===== config.mk =====
export PLATFORM = sky130hd
export DESIGN_NAME = writeback_regfile
export DESIGN_NICKNAME = d
export VERILOG_FILES = /design/src/rtl/writeback_regfile.sv
export SDC_FILE = /design/constraint.sdc
export NUM_CORES = 1
export LEC_CHECK = 0
export ABC_AREA = 1
export ABC_CLOCK_PERIOD_IN_PS = 5200
export CAP_MARGIN = 5
export CORE_MARGIN = 1
export CORE_UTILIZATION = 35
export DETAILED_ROUTE_END_ITERATION = 12
export PLACE_DENSITY = 0.53
export REMOVE_ABC_BUFFERS = 1
export SKIP_LAST_GASP = 1
export SYNTH_ARGS = -nofsm -noshare
export SYNTH_HDL_FRONTEND = slang
export SYNTH_SLANG_ARGS = --single-unit

===== constraint.sdc =====
create_clock -name clk -period 5.2 [get_ports clk]
set_input_delay 0.52 -clock clk [delete_from_list [all_inputs] [get_ports clk]]
set_output_delay 0.52 -clock clk [all_outputs]
set_load 0.01 [all_outputs]

===== src/rtl/writeback_regfile.sv =====
// Writeback select and 16-entry, 3-lane vector register file with lane-masked writes,
// two bypassed combinational read ports and a post-reset zero-fill sweep.
module writeback_regfile #(
  parameter int N    = 18,
  parameter int REGS = 16
) (
  input  logic                clk,
  input  logic                reset,
  input  logic                RegWriteW,
  input  logic                MemtoRegW,
  input  logic [3:0]          WA3W,
  input  logic [2:0]          LaneMaskW,
  input  logic [2:0][N-1:0]   ReadDataW,
  input  logic [2:0][N-1:0]   ALUOutW,
  input  logic [3:0]          RA1,
  input  logic [3:0]          RA2,
  output logic [2:0][N-1:0]   RD1,
  output logic [2:0][N-1:0]   RD2,
  output logic [2:0][N-1:0]   ResultW,
  output logic                ready,
  output logic                dbg_state
);

  typedef enum logic {INIT = 1'b0, RUN = 1'b1} state_t;

  localparam logic [3:0] LAST = 4'(REGS - 1);

  state_t          state_q, state_d;
  logic [3:0]      idx_q, idx_d;
  logic            wa_ok;
  logic [2:0][N-1:0] mem [REGS];

  assign ResultW   = MemtoRegW ? ReadDataW : ALUOutW;
  assign ready     = (state_q == RUN);
  assign dbg_state = logic'(state_q);
  assign wa_ok     = ({1'b0, WA3W} < 5'(REGS));

  always_ff @(posedge clk or posedge reset) begin
    if (reset) begin
      state_q <= INIT;
      idx_q   <= '0;
    end else begin
      state_q <= state_d;
      idx_q   <= idx_d;
    end
  end

  // The sweep index holds at the last entry so it never wraps.
  always_comb begin
    state_d = state_q;
    idx_d   = idx_q;
    case (state_q)
      INIT: begin
        if (idx_q == LAST) state_d = RUN;
        else               idx_d   = idx_q + 4'd1;
      end
      RUN:     state_d = RUN;
      default: state_d = INIT;
    endcase
  end

  // Storage has no reset so it can map to RAM; reset only gates the write strobe.
  always_ff @(posedge clk) begin
    if (!reset) begin
      if (state_q == INIT) begin
        mem[idx_q] <= '0;
      end else if (RegWriteW && wa_ok) begin
        for (int i = 0; i < 3; i++) begin
          if (LaneMaskW[i]) mem[WA3W][i] <= ResultW[i];
        end
      end
    end
  end

  function automatic logic [2:0][N-1:0] read_port(input logic [3:0] ra);
    logic [2:0][N-1:0] r;
    r = '0;
    if (state_q == RUN && ({1'b0, ra} < 5'(REGS))) begin
      r = mem[ra];
      for (int i = 0; i < 3; i++) begin
        if (RegWriteW && (WA3W == ra) && LaneMaskW[i]) r[i] = ResultW[i];
      end
    end
    return r;
  endfunction

  always_comb begin
    RD1 = read_port(RA1);
    RD2 = read_port(RA2);
  end

endmodule


# ---- After elaboration in Yosys (flattened, before gate mapping)
# Memory sizes are Yosys's and may differ from the RTL's.
# Index checks and enable logic that the tools add are counted.
dict set report op_classes {
  add_sub_neg 1
  eq_ne 3
  n_mux 32
  bitwise_logic 2
  reduce_logical 10
}
# operator count
set ops {}
lappend ops {{2-to-1 mux 54 bit} 4}
lappend ops {{2-to-1 mux 18 bit} 6}
lappend ops {{OR reduction 54 bit} 1}
lappend ops {{2-to-1 mux 1 bit} 19}
lappend ops {{equality test 4 bit} 2}
lappend ops {{logical AND 1 bit} 8}
lappend ops {{adder 4 x 1 -> 4 bit (second input constant)} 1}
lappend ops {{equality test 4 bit (second input constant)} 1}
lappend ops {{2-to-1 mux 4 bit} 1}
lappend ops {{2-to-1 mux 3 bit} 1}
lappend ops {{inverter 1 bit} 2}
lappend ops {{case mux 1 bit (2 select lines)} 1}
lappend ops {{AND reduction 2 bit} 1}
dict set report word_totals {
  reg_bits 5
  ramBits 864
  input_bits 127
  output_inout_bits 164
  elab_cells 51
  mem_count 1
}
# name depth word_bits read_ports rd_ports_with_merged_regs write_ports line_no
set mem_list {}
lappend mem_list {mem 16 54 2 0 1 31} ;# logic [2:0][N-1:0] mem [REGS];

# ---- Logic depth before layout (Yosys ltp)
dict set report depth {
  depth_word 7
  mapped_depth 10
  ltp_nobuf 9
}

# ---- Least setup slack after synthesis
# Ideal clock, no wire load.
dict set report synth_path {
  path_kind {input to register}
  start {input port reset}
  end {memory mem[12][0] (netlist bit), enable pin}
  setup_ns 0.392
  t_arrival_ns 2.223
  required_ns 4.808
  setup_slack_ns 2.584
  cell_stages 9
  path_buffers 1
  path_cell_list {inv_1 > nand4_2 > nand3_4 > buf_6 > nand2_1 > nand2_1 > nor2_2 > nand2_1 > nor2_1}
}
dict set report synth_via {
  elab_chain_len 4
  word_cells_on_any_way 11
  cone_classes {10 x mux; 1 x reduce/logical}
}
# element line_no
set synth_rtl {}
lappend synth_rtl {{start: declaration} 8} ;# input logic reset,
lappend synth_rtl {{2-to-1 mux 1 bit} 64} ;# if (!reset) begin
lappend synth_rtl {{2-to-1 mux 1 bit (not written as such)} 69} ;# if (LaneMaskW[i]) mem[WA3W][i] <= ResultW[i];
lappend synth_rtl {{OR reduction 54 bit (no line)} --}
lappend synth_rtl {{2-to-1 mux 4 bit (no line) or 2-to-1 mux 3 bit (tied branches)} --}
lappend synth_rtl {{end: declaration} 31}
# Parallel ways exist; a longest one is shown, timed or not.

==> results_dict.tcl <==
set metrics [dict create \
    synth_edf_count 864 \
    n_antenna_cell 0 \
    power_frac_seq_pct 45.9 \
    r2r_cells 9 \
    fin_crit_sh_pct 79.1 \
    p_per_area_nw_per_um2 316 \
    routedWlPerCell_um 24.2 \
    cts-root-buf "clkbuf_16" \
    p_leak_nw 21.3 \
    yosys.cell_types.count 27 \
    crit_required_ns 4.68 \
    cts_tree "done" \
    arrival_ns 3.60 \
    cts.repair.resized 0 \
    finalWorstSetupSlack_ns 1.08 \
    die_h_um 365 \
    intPower_mw 12.5 \
    hpwl_um 95200 \
    ys_top_cells_by_area "edfxtp_1 56%, nand2_1 17%, nand3_1 16%" \
    pre_cts_ws_ns 1.20 \
    ys_seq_area_share_pct 56.5 \
    status "finished clean" \
    syn_inst 5468 \
    synth-main-ff-cell "edfxtp_1" \
    synth_area_leader_cell "edfxtp_1" \
    setup_viol 0 \
    p_clk_share_pct 40.9 \
    crit_type "flip-flop to output pin" \
    p_comb_share_pct 13.2 \
    numCtsBuffers 100 \
    maxSlewHeadroom_pct 22.6 \
    grt_pass1_wl_um 257000 \
    ys_async_sr_fraction_pct 0.575 \
    drc 0 \
    finalCriticalPeriod_ns 4.12 \
    post-route-cell-area_um2 53800 \
    holdBufCountCts 0 \
    grt_overflow_total 0 \
    num_io_pins 291 \
    netlist.area_leader.share_pct 56.2 \
    cts.reportedPaths.clkPinSlew_ns 0.06 \
    cts_setup_buffers 0 \
    placed_area_um2 50600 \
    viasPerCell 5.61 \
    portBuffers 290 \
    cp-end-kind "output pin" \
    fin_skew_ns 0.0222 \
    finalHoldViolations 0 \
    path_max_fanout 58 \
    grt_usage_pct 26.1 \
    synth_area_um2 46200 \
    fmax_mhz 243 \
    tightest_slew_ns 1.15 \
    core-area_um2 130000 \
    rsz0062_at_grt "no" \
    holdWs_ns 0.338 \
    synth-seq-cells 869 \
    nNetsFinal 5674 \
    firstDrtPassIters 6 \
    grt_pass1_vias 38613 \
    floorplan.initialDensity_pct 35.5 \
    gp_congestion 0.858 \
    synth.avg_cell_area_um2 8.44 \
    clockBufferDepth 3 \
    drive_gt1_share_pct 6.22 \
    yosysMostFrequentCell "nand2_1" \
    die_x_um 365 \
    wl_um 178000 \
    max-cap-violations 0 \
    drv_slew 0 \
    p_switching_mw 4.50 \
    yosys_warnings 0 \
    die_area_um2 133000 \
    cts.sinks 869 \
    drt_iter0_drc 4730 \
    antenna_found_initial 1 \
    postRouteAntennaNets 0 \
    cts-htree-levels 3 \
    hold_path.class "input port to asynchronous set/reset pin" \
    synth.top_cells.by_count "2104 x nand2_1, 1515 x nand3_1, 864 x edfxtp_1, 178 x inv_1, 173 x buf_2" \
    row_count 132 \
    p_sw_share_pct 26.4 \
    syn_to_final_growth_pct 16.5 \
    clk_latency_ns 0.69 \
    grt_max_degree 162 \
    peakVddDrop_mv 0.298 \
    vias 41337 \
    start_kind "flip-flop" \
]
==> worst paths after layout <==
path	from	endpoint	slack [ns]
worst max-delay path	dbg_state	RD2[26]	1.08
worst min-delay path	reset	idx_q[1]	0.34
worst max register to register	dbg_state	mem[10][42]	1.85
worst min register to register	idx_q[3]	idx_q[3]	0.60
max in group asynchronous	reset	dbg_state	4.60
min in group clk	idx_q[3]	idx_q[3]	0.60
==> cell families after synthesis <==
family	Yosys count	share of synthesized area (%)
and+or+nand+nor	3807	35.9
buffers and inverters	618	5.68
xor gates and xnor gates	3	0.0569
DFF	869	56.5
adders and majority gates	1	0.0271
AOI/OAI and AO/OA	170	1.87
==> power by group through the flow <==
stage | clock network, mW | registers [mW] | logic, mW
6_report | 6.96 | 7.82 | 2.24
5_1_grt | 7.32 | 7.82 | 2.41
3_5_place_dp | 0 | 7.97 | 2.22
4_1_cts | 7.04 | 7.82 | 2.23
3_3_place_gp | 0 | 7.97 | 2.22
2_1_floorplan | 0 | 7.96 | 1.02
==> layout by cell type (no fill, tap or decap), types with 5 or more instances in the layout <==
| master | count |
|---|---|
| clkdlybuf4s50_1 | 278 |
| clkinv_2 | 24 |
| nand4_1 | 117 |
| buf_12 | 17 |
| clkinvlp_4 | 5 |
| a21oi_1 | 108 |
| nand2_1 | 2104 |
| inv_1 | 177 |
| nor2_2 | 50 |
| clkbuf_16 | 101 |
| edfxtp_1 | 864 |
| nand3_1 | 1515 |
| o21ai_0 | 54 |
| clkbuf_1 | 22 |
| nor2_1 | 9 |
| buf_4 | 102 |
| bufinv_16 | 9 |
| clkinv_1 | 20 |
==> through the flow <==
stage               total power [mW]  std cells  util, %  setup TNS [ns]
floorplan                       8.98       5038        -           -3.37
global placement                10.2       7186     38.9               0
detailed placement              10.2       7186     38.9               0
CTS                             17.1       7370     41.3               0
global route                    17.5       7370     41.3               0
finish                          17.0       7370     41.3               0
==> flip-flops by register name, indices dropped and copies added, names as in the netlist <==
register and flops:
idx_q 4, mem 864, dbg_state 1
==> worst max-delay path, stage by stage (launching register included) <==
cell and delay, ns:
dfrtp_4 0.95, buf_4 0.74, nand2_1 0.20, a21oi_1 0.32
clkdlybuf4s50_1 0.60
==> final cells by class <==
type | count | area (µm²)
multi-input combinational | 3981 | 17600
timing repair buffer | 406 | 3980
sequential | 869 | 26100
clock inverter | 61 | 592
inverter | 188 | 752
clock buffer | 123 | 2610
fill | 12855 | 76300
tap | 1742 | 2180
==> routing by layer <==
| layer | wire, µm | share of wire (%) | track usage (%) | vias to the layer above |
|---|---|---|---|---|
| met2 | 81700 | 46 | 41.7 | 2198 |
| met4 | 5730 | 3.2 | 8.98 | 2 |
| met1 | 73900 | 42 | 35.8 | 19881 |
| met3 | 16700 | 9.4 | 4.34 | 370 |
| li1 | - | - | - | 18886 |
| met5 | 8 | 0.0045 | 0 | - |
(Power assumes the default switching activity.)
